File: src/rtl/msrv32_pkg.sv
// ---------------------------------------------------------------------------
// msrv32_pkg
// Shared definitions for the MSRV32 program-counter generator.
//   XLEN              : architectural register / address width
//   BOOT_ADDR_DEFAULT : default first fetch address after reset
//   pc_state_e        : PC generator FSM state (ST_BOOT / ST_RUN)
//   clear_lsb()       : forces bit 0 of a jump target to zero (JALR rule)
// ---------------------------------------------------------------------------
package msrv32_pkg;

  localparam int XLEN = 32;

  localparam logic [XLEN-1:0] BOOT_ADDR_DEFAULT = 32'h0000_0000;

  typedef enum logic {
    ST_BOOT = 1'b0,
    ST_RUN  = 1'b1
  } pc_state_e;

  // Masking (rather than slicing) keeps every input bit in use.
  function automatic logic [XLEN-1:0] clear_lsb(input logic [XLEN-1:0] addr);
    return addr & ~{{(XLEN-1){1'b0}}, 1'b1};
  endfunction

endpackage

File: src/rtl/msrv32_next_pc_mux.sv
// ---------------------------------------------------------------------------
// msrv32_next_pc_mux
// Combinational next-PC priority selector.
// Priority while running: trap > mret > taken branch > sequential (pc+4).
// While booting the boot address is selected unconditionally.
//
// Configuration macro: MSRV32_MISALIGN_CHECK_EN
//   defined   : a taken branch whose target has bit 1 set is flagged on
//               misaligned_o and pc+4 is selected instead; the trap unit
//               redirects the fetch on the following cycle.
//   undefined : misaligned_o is tied low and targets are used unchecked.
//
// Ports
//   run_i          in   1      FSM is in ST_RUN
//   boot_addr_i    in   XLEN   boot address
//   pc_plus_4_i    in   XLEN   sequential next address
//   branch_taken_i in   1      taken branch / jump
//   target_addr_i  in   XLEN   branch / jump target
//   trap_taken_i   in   1      trap entry
//   trap_addr_i    in   XLEN   trap vector
//   mret_i         in   1      return from trap
//   epc_i          in   XLEN   saved exception PC
//   next_pc_o      out  XLEN   selected next fetch address
//   misaligned_o   out  1      taken target not 4-byte aligned
// ---------------------------------------------------------------------------
module msrv32_next_pc_mux
  import msrv32_pkg::*;
(
  input  logic            run_i,
  input  logic [XLEN-1:0] boot_addr_i,
  input  logic [XLEN-1:0] pc_plus_4_i,
  input  logic            branch_taken_i,
  input  logic [XLEN-1:0] target_addr_i,
  input  logic            trap_taken_i,
  input  logic [XLEN-1:0] trap_addr_i,
  input  logic            mret_i,
  input  logic [XLEN-1:0] epc_i,
  output logic [XLEN-1:0] next_pc_o,
  output logic            misaligned_o
);

`ifdef MSRV32_MISALIGN_CHECK_EN
  // Only a branch that would actually be taken can be misaligned;
  // trap and mret override it.
  assign misaligned_o = run_i & branch_taken_i & ~trap_taken_i & ~mret_i &
                        target_addr_i[1];
`else
  assign misaligned_o = 1'b0;
`endif

  always_comb begin
    next_pc_o = pc_plus_4_i;
    if (!run_i) begin
      next_pc_o = boot_addr_i;
    end else if (trap_taken_i) begin
      next_pc_o = trap_addr_i;
    end else if (mret_i) begin
      next_pc_o = epc_i;
    end else if (branch_taken_i && !misaligned_o) begin
      next_pc_o = clear_lsb(target_addr_i);
    end
  end

endmodule

File: src/rtl/msrv32_pc_gen.sv
// ---------------------------------------------------------------------------
// msrv32_pc_gen
// Program-counter generator: boot/run FSM, the single PC register and the
// fetch-address output. The next-PC selection lives in msrv32_next_pc_mux.
//
// Configuration macro: MSRV32_MISALIGN_CHECK_EN (see msrv32_next_pc_mux).
//
// Handshake: the instruction bus accepts the address on i_addr_out at a
// rising edge where ahb_ready_in=1; only then does pc_out (and the FSM)
// advance. With ahb_ready_in=0 everything registered holds, while
// i_addr_out and misaligned_instr_out keep following the inputs.
//
// Ports
//   clk_in               in   1   clock, rising edge
//   rst_n_in             in   1   asynchronous active-low reset
//   ahb_ready_in         in   1   bus ready; low stalls the PC
//   branch_taken_in      in   1   taken branch / JAL / JALR
//   target_addr_in       in   32  branch / jump target
//   trap_taken_in        in   1   trap / interrupt entry
//   trap_addr_in         in   32  trap vector
//   mret_in              in   1   return from trap
//   epc_in               in   32  saved exception PC
//   i_addr_out           out  32  next fetch address (combinational)
//   pc_out               out  32  current instruction PC (registered)
//   pc_plus_4_out        out  32  pc_out + 4, wrapping
//   pc_valid_out         out  1   pc_out holds a fetched instruction's PC
//   misaligned_instr_out out  1   taken target not 4-byte aligned
//   state_dbg_out        out  1   FSM state (0 = ST_BOOT, 1 = ST_RUN)
// ---------------------------------------------------------------------------
module msrv32_pc_gen
  import msrv32_pkg::*;
#(
  parameter logic [31:0] BOOT_ADDR = BOOT_ADDR_DEFAULT
) (
  input  logic        clk_in,
  input  logic        rst_n_in,
  input  logic        ahb_ready_in,
  input  logic        branch_taken_in,
  input  logic [31:0] target_addr_in,
  input  logic        trap_taken_in,
  input  logic [31:0] trap_addr_in,
  input  logic        mret_in,
  input  logic [31:0] epc_in,
  output logic [31:0] i_addr_out,
  output logic [31:0] pc_out,
  output logic [31:0] pc_plus_4_out,
  output logic        pc_valid_out,
  output logic        misaligned_instr_out,
  output logic        state_dbg_out
);

  pc_state_e         state_q, state_d;
  logic [XLEN-1:0]   pc_q, pc_d;
  logic [XLEN-1:0]   next_pc;
  logic [XLEN-1:0]   pc_plus_4;
  logic              run;

  assign pc_plus_4 = pc_q + 32'd4;
  assign run       = (state_q == ST_RUN);

  // FSM: state register
  always_ff @(posedge clk_in or negedge rst_n_in) begin
    if (!rst_n_in) begin
      state_q <= ST_BOOT;
    end else begin
      state_q <= state_d;
    end
  end

  // FSM: next state
  always_comb begin
    state_d = state_q;
    case (state_q)
      ST_BOOT: if (ahb_ready_in) state_d = ST_RUN;
      ST_RUN:  state_d = ST_RUN;
      default: state_d = ST_BOOT;
    endcase
  end

  // FSM: outputs
  always_comb begin
    pc_valid_out  = 1'b0;
    state_dbg_out = state_q;
    if (state_q == ST_RUN) pc_valid_out = 1'b1;
  end

  msrv32_next_pc_mux u_next_pc_mux (
    .run_i          (run),
    .boot_addr_i    (BOOT_ADDR),
    .pc_plus_4_i    (pc_plus_4),
    .branch_taken_i (branch_taken_in),
    .target_addr_i  (target_addr_in),
    .trap_taken_i   (trap_taken_in),
    .trap_addr_i    (trap_addr_in),
    .mret_i         (mret_in),
    .epc_i          (epc_in),
    .next_pc_o      (next_pc),
    .misaligned_o   (misaligned_instr_out)
  );

  // PC register: loads the fetch address the bus accepted this cycle.
  assign pc_d = ahb_ready_in ? next_pc : pc_q;

  always_ff @(posedge clk_in or negedge rst_n_in) begin
    if (!rst_n_in) begin
      pc_q <= BOOT_ADDR;
    end else begin
      pc_q <= pc_d;
    end
  end

  assign i_addr_out    = next_pc;
  assign pc_out        = pc_q;
  assign pc_plus_4_out = pc_plus_4;

endmodule

File: config.mk
export PLATFORM = sky130hd
export DESIGN_NAME = msrv32_pc_gen
export DESIGN_NICKNAME = d
export VERILOG_FILES = /design/src/rtl/msrv32_pkg.sv /design/src/rtl/msrv32_next_pc_mux.sv /design/src/rtl/msrv32_pc_gen.sv
export SDC_FILE = /design/constraint.sdc
export NUM_CORES = 1
export LEC_CHECK = 0
export CAP_MARGIN = 15
export CELL_PAD_IN_SITES_DETAIL_PLACEMENT = 0
export CELL_PAD_IN_SITES_GLOBAL_PLACEMENT = 2
export CORE_MARGIN = 5
export CORE_UTILIZATION = 19
export DETAILED_ROUTE_END_ITERATION = 7
export GPL_TIMING_DRIVEN = 1
export MAX_ROUTING_LAYER = met4
export PLACE_DENSITY_LB_ADDON = 0.1
export SYNTH_ARGS = -nofsm -noshare
export SYNTH_HDL_FRONTEND = slang
export SYNTH_SLANG_ARGS = --single-unit
File: constraint.sdc
create_clock -name clk_in -period 3.6 [get_ports clk_in]
set_clock_uncertainty 0.05 [all_clocks]
set_input_delay 0.9 -clock clk_in [delete_from_list [all_inputs] [get_ports clk_in]]
set_output_delay 0.9 -clock clk_in [all_outputs]
set_load 0.005 [all_outputs]
==> impl_metrics.tcl <==
set metrics [dict create \
    numCtsBuffers 5 \
    ys_seq_area_frac 0.255 \
    synth_area_leader_cell "dfrtp_1" \
    maxCapViolCount 0 \
    antenna_found_initial 3 \
    start_util 0.195 \
    synthDominantCellAreaShare 0.255 \
    ant_nets 0 \
    clock_sinks 33 \
    ioPinCount 201 \
    final-hold-violation-count 0 \
    slew_headroom 0.398 \
    ys_warn_count 0 \
    crit_arrival_ns 2.56 \
    route.detailed.drc 0 \
    htreeDepth 2 \
    tightest_slew_ns 0.903 \
    cp-end-kind "primary output" \
    period_minus_slack_ns 3.51 \
    nNetsFinal 796 \
    grt_usage 0.179 \
    critPathRequiredTime_ns 2.65 \
    ir_drop_v 0.000146 \
    tns_ns 0 \
    dp.cells 892 \
    grt_max_degree 34 \
    core_sq_um 16600 \
    rows 47 \
    grt_first_pass_wirelength_mm 26.9 \
    die_h_microns 141 \
    ys_seq_elements 33 \
    met3_length_microns 988 \
    start_kind "flop" \
    cts_tree "built" \
    drt-initial-drc-count 184 \
    reg2regPathDepth 10 \
    vias 4371 \
    routed.top_layer "met4" \
    layout.cells.non_filler 916 \
    path_max_fanout 4 \
    syn2layout_area_growth_pct 101 \
    clkTransAtPathRegs_ns 0.05 \
    status "finished, final reports clean" \
    synth_edf_count 0 \
    fin_hold_ws_ns 0.522 \
    p_leak_uw 0.00264 \
    ys_types 65 \
    setup_violations 0 \
    route.met2.wl_mm 8.79 \
    hold_class "flop to flop" \
    cts_max_path_buffers 2 \
    wl_met1_mm 7.96 \
    die-area_sq_um 19800 \
    synthesis.area_sq_um 3240 \
    clock_latency_ns 0.29 \
    grt-ovfl-total 0 \
    max_freq_ghz 0.285 \
    slew_violations 0 \
    hpwl_mm 14.2 \
    dpl-instance-area_sq_um 6040 \
    gp_congestion 0.872 \
    synthArstFlopShare 1.00 \
    die_w_microns 141 \
    viasPerCell 4.77 \
    rrSetupSlack_ns 1.22 \
    synth_area_per_cell_sq_um 7.73 \
    r2r_start "pc_out[2]" \
    nFillCells 1675 \
    drt_wl_total_mm 17.9 \
    syn_inst 419 \
    first_pass_iters 4 \
    rsz0062_at_grt "yes" \
    synth_flop_cell "dfrtp_1" \
    fin_crit_sh 0.975 \
    final_area_sq_um 6520 \
    first_global_vias 4621 \
    crit_end "pc_plus_4_out[25]" \
    synth_area_leaders "dfrtp_1, o21ai_0, nand2_1" \
    powerDensity_nw_per_um2 295 \
    min_from "pc_out[0]" \
    p_total_uw 1930 \
    clock-root-buffer "clkbuf_16" \
    port-buffer-count 198 \
    drive_above_1_share 0.263 \
    critical_path_class "flop to primary output" \
    cp-startpoint "pc_out[13]" \
    r2r-end "pc_out[14]" \
    wl_per_cell_microns 19.6 \
    syn_nets 522 \
]
-- worst min-delay path by stage --
stage / end / cells after the start
global placement: pc_out[0] / 1
floorplan: pc_out[1] / 1
detailed placement: pc_out[0] / 1
CTS: pc_out[0] / 1
finish: pc_out[0] / 1
global route: pc_out[0] / 1
-- critical path, cell delays in order, from the launching register on --
cell             delay [ns]
dfrtp_1                0.40
nand4_1                0.16
or4_4                  0.62
buf_4                  0.18
o21a_1                 0.17
or2_2                  0.30
clkdlybuf4s50_1        0.46
-- metal layers --
layer / GRT usage / vias to the layer above
met5: - / -
met4: 0.0377 / 0
met3: 0.0402 / 16
met2: 0.296 / 133
met1: 0.224 / 2086
li1: - / 2136
-- state kept, by name, summed over array words and instances, names as in the netlist --
register       cells
pc_out            32
state_dbg_out      1
-- synth_stat cells (2+ instances only) --
cell type	instances
and2_1	4
mux2_2	12
o31a_1	3
o22a_1	6
and3_1	7
o21a_1	3
a31o_2	2
buf_1	4
o21ba_2	2
o31ai_1	4
buf_2	2
buf_4	4
a221oi_1	5
nor2_1	7
a22oi_1	3
o22ai_1	6
o21bai_1	4
nor3_1	5
nand4_1	7
or2_2	10
nand2_1	40
a21boi_0	3
a41o_1	4
and4_1	3
a21o_1	3
nor2b_1	11
clkbuf_1	23
o211ai_1	13
a2bb2oi_1	2
xor2_1	6
a21oi_1	27
nand3_1	11
nand2b_1	11
xnor2_1	10
o21ai_0	42
inv_1	14
or4_4	2
dfrtp_1	33
or4_1	4
mux2i_1	7
a31oi_1	16
nor4_1	11
-- area by class of cell --
| type | instances | area [sq um] | share of cell area |
|---|---|---|---|
| multi-input cells | 336 | 2400 | 0.368 |
| clock buffers | 7 | 143 | 0.0219 |
| flip-flops and latches | 33 | 832 | 0.128 |
| repair buffers | 301 | 2800 | 0.429 |
| well taps | 220 | 275 | 0.0422 |
| diodes | 3 | 7.51 | 0.00115 |
| inverters | 16 | 63.8 | 0.00978 |
-- per-stage QoR --
stage                      util  setup WS [ns]
final                     0.392         0.0897
after global routing      0.392       -0.00916
after CTS                 0.379        -0.0225
after detailed placement  0.363         -0.325
after global placement    0.363         -0.283
after floorplan               -          0.584
-- report_power, final --
| group | internal [uW] | total [uW] | switching [uW] |
|---|---|---|---|
| Clock | 272 | 445 | 173 |
| Combinational | 599 | 997 | 399 |
| Sequential | 423 | 485 | 62.6 |
| Total | 1290 | 1930 | 634 |
-- cells by family (layout without fill, tap and decap cells) --
family,after synthesis,after routing,share of synthesized area
compound gates,160,160,0.328
xor+xnor,16,16,0.0433
fa+ha+maj,1,1,0.00386
buf+inv,50,324,0.0638
flops,33,33,0.255
mux,19,19,0.0634
other cells,1,4,0.00116
simple gates,139,139,0.242
-- cells in the final DEF (no fill, tap or decap), drive strengths merged, types with 5 or more instances in the layout --
| cell | netlist | layout |
|---|---|---|
| dlygate4sd2 | 0 | 6 |
| nor4 | 11 | 11 |
| mux2 | 12 | 12 |
| o22a | 6 | 6 |
| mux2i | 7 | 7 |
| a221oi | 5 | 5 |
| nor2b | 11 | 11 |
| nand3 | 11 | 11 |
| nand2b | 11 | 11 |
| nand4 | 8 | 8 |
| xnor2 | 10 | 10 |
| inv | 15 | 15 |
| or4 | 6 | 6 |
| xor2 | 6 | 6 |
| nor3 | 5 | 5 |
| o211ai | 13 | 13 |
| and3 | 7 | 7 |
| o21ai | 42 | 42 |
| or2 | 10 | 10 |
| nand2 | 40 | 40 |
| clkbuf | 24 | 7 |
| nor2 | 7 | 7 |
| a31oi | 16 | 16 |
| a21oi | 27 | 27 |
| buf | 10 | 106 |
| clkdlybuf4s50 | 0 | 185 |
| dfrtp | 33 | 33 |
| o22ai | 6 | 6 |
-- timing repair --
action / 4_1_cts / 5_1_grt
hold buffers: 0 / 0
gates resized for setup: 29 / 40
endpoints found under the setup margin: 35 / 20
pin swaps: 3 / 10
endpoints found under the hold margin: 0 / 0
buffers inserted: 8 / 6
Note: power is estimated with default switching activity, not from simulation.
